===== src/rtl/beta_tlb_walker.sv =====
// beta_tlb_walker: two-level page-table walker producing Beta MMU TLB fills or faults,
// with a one-entry L1 PTE cache so misses in the same 4 MB region skip the L1 read.
module beta_tlb_walker #(
    parameter int CTX_W   = 16,
    parameter int TIMEOUT = 255
) (
    input  logic               clk,
    input  logic               rst,
    input  logic               MissValid,
    output logic               MissReady,
    input  logic [CTX_W-1:0]   MissContext,
    input  logic [31:0]        MissAddress,
    input  logic [31:0]        pTblePtr,
    input  logic               Flush,
    output logic [31:0]        MemAddress,
    output logic               MemReadEnable,
    input  logic [31:0]        MemDataIn,
    input  logic               MemDataReady,
    output logic               FillValid,
    output logic [CTX_W+19:0]  FillTag,
    output logic [19:0]        FillPPN,
    output logic               Fault,
    output logic [1:0]         FaultCode
);
    typedef enum logic [2:0] {IDLE, L1_REQ, L1_WAIT, L2_REQ, L2_WAIT, FILL, FAULT} state_t;
    state_t state, state_n;
    logic [CTX_W-1:0] ctx, l1_ctx;
    logic [19:0] vpn, base, l1_base, l1_pte;
    logic [9:0] l1_vpn1;
    logic [15:0] cnt;
    logic [1:0] code_n;
    logic l1_v, abort, hit, waiting, timed_out;
    logic unused_bits;
    assign unused_bits = ^{MemDataIn[11:1], MissAddress[11:0], pTblePtr[11:0]};
    assign MissReady = state == IDLE;
    assign waiting = state == L1_WAIT || state == L2_WAIT;
    assign MemReadEnable = waiting;
    assign FillValid = state == FILL;
    assign Fault = state == FAULT;
    // A flush on the accept edge already counts as invalidating the cache.
    assign hit = l1_v && !Flush && l1_ctx == MissContext && l1_base == pTblePtr[31:12]
                 && l1_vpn1 == MissAddress[31:22];
    assign timed_out = waiting && !MemDataReady && cnt >= 16'(TIMEOUT - 1);
    always_comb begin
        state_n = state;
        code_n = 2'b00;
        case (state)
            IDLE: if (MissValid) state_n = hit ? L2_REQ : L1_REQ;
            L1_REQ: state_n = Flush ? IDLE : L1_WAIT;
            L2_REQ: state_n = Flush ? IDLE : L2_WAIT;
            L1_WAIT, L2_WAIT: if (MemDataReady || timed_out) begin
                code_n = timed_out ? 2'b11 : (state == L1_WAIT ? 2'b01 : 2'b10);
                state_n = (abort || Flush) ? IDLE :
                          (timed_out || !MemDataIn[0]) ? FAULT :
                          (state == L1_WAIT ? L2_REQ : FILL);
            end
            default: state_n = IDLE;
        endcase
    end
    always_ff @(posedge clk or negedge rst) begin
        if (!rst) begin
            state <= IDLE;
            ctx <= '0;
            vpn <= '0;
            base <= '0;
            cnt <= '0;
            abort <= 1'b0;
            l1_v <= 1'b0;
            l1_ctx <= '0;
            l1_base <= '0;
            l1_vpn1 <= '0;
            l1_pte <= '0;
            MemAddress <= '0;
            FillTag <= '0;
            FillPPN <= '0;
            FaultCode <= 2'b00;
        end else begin
            state <= state_n;
            cnt <= waiting ? cnt + 16'd1 : 16'd0;
            if (state == IDLE && MissValid) begin
                ctx <= MissContext;
                vpn <= MissAddress[31:12];
                base <= pTblePtr[31:12];
                FaultCode <= 2'b00;
                abort <= 1'b0;
            end else if (waiting && Flush) begin
                abort <= 1'b1;
            end
            if (state == L1_REQ) MemAddress <= {base, vpn[19:10], 2'b00};
            if (state == L2_REQ) MemAddress <= {l1_pte, vpn[9:0], 2'b00};
            if (state == L1_WAIT && state_n == L2_REQ) begin
                l1_v <= 1'b1;
                l1_ctx <= ctx;
                l1_base <= base;
                l1_vpn1 <= vpn[19:10];
                l1_pte <= MemDataIn[31:12];
            end
            if (Flush) l1_v <= 1'b0;
            if (state == L2_WAIT && state_n == FILL) begin
                FillPPN <= MemDataIn[31:12];
                FillTag <= {ctx, vpn};
            end
            if (state_n == FAULT) FaultCode <= code_n;
        end
    end
endmodule


===== config.mk =====
export PLATFORM = sky130hd
export DESIGN_NAME = beta_tlb_walker
export DESIGN_NICKNAME = d
export VERILOG_FILES = /design/src/rtl/beta_tlb_walker.sv
export SDC_FILE = /design/constraint.sdc
export NUM_CORES = 1
export LEC_CHECK = 0
export ABC_AREA = 0
export CORE_AREA = 3 3 127 129
export DETAILED_ROUTE_END_ITERATION = 10
export DIE_AREA = 0 0 130 132
export DONT_BUFFER_PORTS = 1
export PLACE_DENSITY = 0.84
export SKIP_CTS_REPAIR_TIMING = 1
export SYNTH_ARGS = -nofsm -noshare
export SYNTH_HDL_FRONTEND = slang
export SYNTH_SLANG_ARGS = --single-unit

===== constraint.sdc =====
create_clock -name clk -period 5.2 [get_ports clk]
set_input_delay 0.26 -clock clk [delete_from_list [all_inputs] [get_ports clk]]
set_output_delay 0.26 -clock clk [all_outputs]
set_load 0.005 [all_outputs]

==> results.yml <==
hold_path:
  min_path_type: "primary input to asynchronous set/reset pin"
floorplan:
  ios: 211
  dieWidth_um: 130
  coreArea_sq_um: 15100
  die_area_sq_um: 17200
  initial_core_util: 0.649
  dieHeight_um: 132
  rows: 45
sta:
  finalSetupViolations: 0
  fin_crit_sh: 0.732
  finalCriticalPeriod_ns: 3.81
  hold_ws_ns: -0.534
  rsz0062_at_grt: "false"
  max-slew-margin-rel: 0.228
  slew_violations: 0
  timing.setup.tns_ns: 0
  finalHoldViolCount: 231
  fin_skew_ns: 0.00904
  fmax_mhz: 263
  worst_pin_slew_ns: 1.16
clock_network:
  cts_max_path_buffers: 3
  cts_tree: "yes"
  cts_sinks: 231
  clk_pin_slew_ns: 0.06
  h-tree-depth: 1
  numCtsBuffers: 23
  cts_root_buf: "clkbuf_16"
  clk_latency_ns: 0.49
grt:
  grt_remaining_overflow: 0
  grt_max_degree: 232
  antenna_found_initial: 0
  grt_pass1_vias: 6478
  grt_use_total: 0.251
  grt_pass1_wl_um: 34400
status:
  status: "finished, violations left"
  violations: "hold timing"
worst_setup_path:
  cp_max_fo: 44
  arrival_ns: 4.17
  critical_path_class: "flop to flop"
  required_ns: 5.57
  startpoint_type: "flop"
  endpoint_kind: "flop"
synthesis:
  syn_inst: 828
  ys_ff_latch: 231
  synthMuxAreaShare: 0.184
  synth-simple-area-share: 0.120
  async_flop_share: 1.00
  avgSynthCellArea_sq_um: 11.9
  yosys.area.top_type: "dfrtp_1"
  ys_top_cells_by_area: "dfrtp_1, nand2_1, mux2_2, mux2_4, mux2_1"
  synth-seq-area-share: 0.588
  netlist.area_leader.share: 0.588
  synth_area_sq_um: 9830
  synth_top_family_by_area: "multiplexers"
  synth_fa_ha_area_frac: 0.00255
  yosysUniqueCellTypes: 43
  synth_edf_count: 0
  synth_compound_area_frac: 0.0334
  synth_xor_xnor_area_share: 0.0481
  ys.warnings.count: 0
  synthFlopType: "dfrtp_1"
place:
  place_congestion: 0.792
  dp_hpwl_um: 14600
  portBuffers: 0
  dp_cells: 981
detailed_routing:
  vias_per_cell: 6.06
  first_iter_violations: 692
  ant_nets: 0
  drt-total-wl_um: 24500
  drc: 0
  dr.pass1.iters: 5
  routedWlPerCell_um: 22.3
  vias: 6661
cells_and_area:
  layout-drive-gt1-share: 0.147
  finalNonFillerCells: 1099
  syn_to_final_growth_pct: 16.3
  nets: 1017
  diodes: 0
pwr:
  power_density_nw_per_um2: 532
  p_leak_nw: 5.46
  peakVddDrop_v: 0.000285
job:
  drv_cap: 0
-- per-stage QoR --
stage          setup WS, ns  power, W  instance area (sq um)   util
3_3_place_gp           1.58   0.00431                   9940  0.656
5_1_grt                1.27   0.00641                  11400  0.755
2_1_floorplan          3.27   0.00400                   9830      -
4_1_cts                1.44   0.00600                  10600  0.702
6_report               1.39   0.00608                  11400  0.755
3_5_place_dp           1.47   0.00446                   9940  0.656
-- cell families (layout without fill, tap and decap cells) --
group,after synthesis,after routing
simple gates,279,279
other cells,1,2
fa+ha+maj,2,2
xor+xnor,54,54
mux,154,154
compound gates,58,58
flops,231,231
buf+inv,49,131
-- worst max-delay path, stage by stage (launching register included) --
cell and delay (ns):
dfrtp_2 0.83, buf_4 0.43, nand2b_1 0.22, a21o_1 0.57
o21ai_2 0.21, nand3_4 0.61, buf_4 0.36, mux2_1 0.35
-- power by group --
group | leakage [nW] | internal [W] | total (W) | switching (W)
Sequential | 2.98 | 0.00254 | 0.00321 | 0.000661
Clock | 0.333 | 0.000866 | 0.00154 | 0.000674
Combinational | 2.15 | 0.000699 | 0.00133 | 0.000630
Total | 5.46 | 0.00411 | 0.00608 | 0.00196
-- cell usage after synthesis (all sizes together), types with 3 or more instances --
cell type  count
a21oi          9
and3           5
buf           20
clkbuf        22
dfrtp        231
inv            7
mux2         123
mux2i         31
nand2        209
nand2b         5
nand3          9
nand4         10
nor2          21
nor3           3
nor4           6
o21ai         38
or3            5
xnor2         36
xor2          18
-- sequential cells by signal, indices dropped and copies added, names as in the netlist --
register	cells
FaultCode	2
FillPPN	20
FillTag	36
MemAddress	30
abort	1
base	20
cnt	16
ctx	16
l1_base	20
l1_ctx	16
l1_pte	20
l1_v	1
l1_vpn1	10
state	3
vpn	20
-- cells in the final DEF (no fill, tap or decap), types with 6 or more instances in the layout --
| cell | instances |
|---|---|
| dfrtp_1 | 230 |
| nand2_1 | 208 |
| dlygate4sd3_1 | 80 |
| mux2_2 | 57 |
| mux2_1 | 37 |
| xnor2_1 | 36 |
| o21ai_0 | 36 |
| mux2i_1 | 31 |
| mux2_4 | 29 |
| clkbuf_16 | 23 |
| nor2_1 | 21 |
| xor2_1 | 18 |
| nand4_1 | 10 |
| a21oi_1 | 9 |
| nand3_1 | 8 |
| inv_1 | 7 |
| nor4_1 | 6 |
-- routing by layer --
layer / GRT usage / share of wire / up-vias
li1: - / - / 2906
met3: 0.0693 / 0.078 / 68
met1: 0.320 / 0.39 / 3401
met5: 0 / 0 / -
met2: 0.425 / 0.51 / 286
met4: 0.0647 / 0.024 / 0
-- path summary, 6_finish.rpt --
path | start | endpoint | depth (start not counted) | slack (ns)
worst max-delay path | state[1] | l1_pte[2] | 7 | 1.39
max in group asynchronous | rst | l1_base[3] | 0 | 5.50
worst max register to register | state[1] | l1_pte[2] | 7 | 1.39
min in group clk | MemDataReady | state[1] | 3 | 0.05
worst min-delay path | rst | vpn[5] | 0 | -0.53
worst min register to register | l1_pte[0] | l1_pte[0] | 1 | 0.50
-- final cells by class --
cell class                      instances  area (sq um)
Sequential cell                       231          5780
Multi-Input combinational cell        549          3840
Fill cell                             915          3720
Timing Repair Buffer                   86           858
Clock buffer                           31           646
Tap cell                              188           235
Clock inverter                          7          42.5
Inverter                                7          26.3
(Power assumes the default switching activity.)
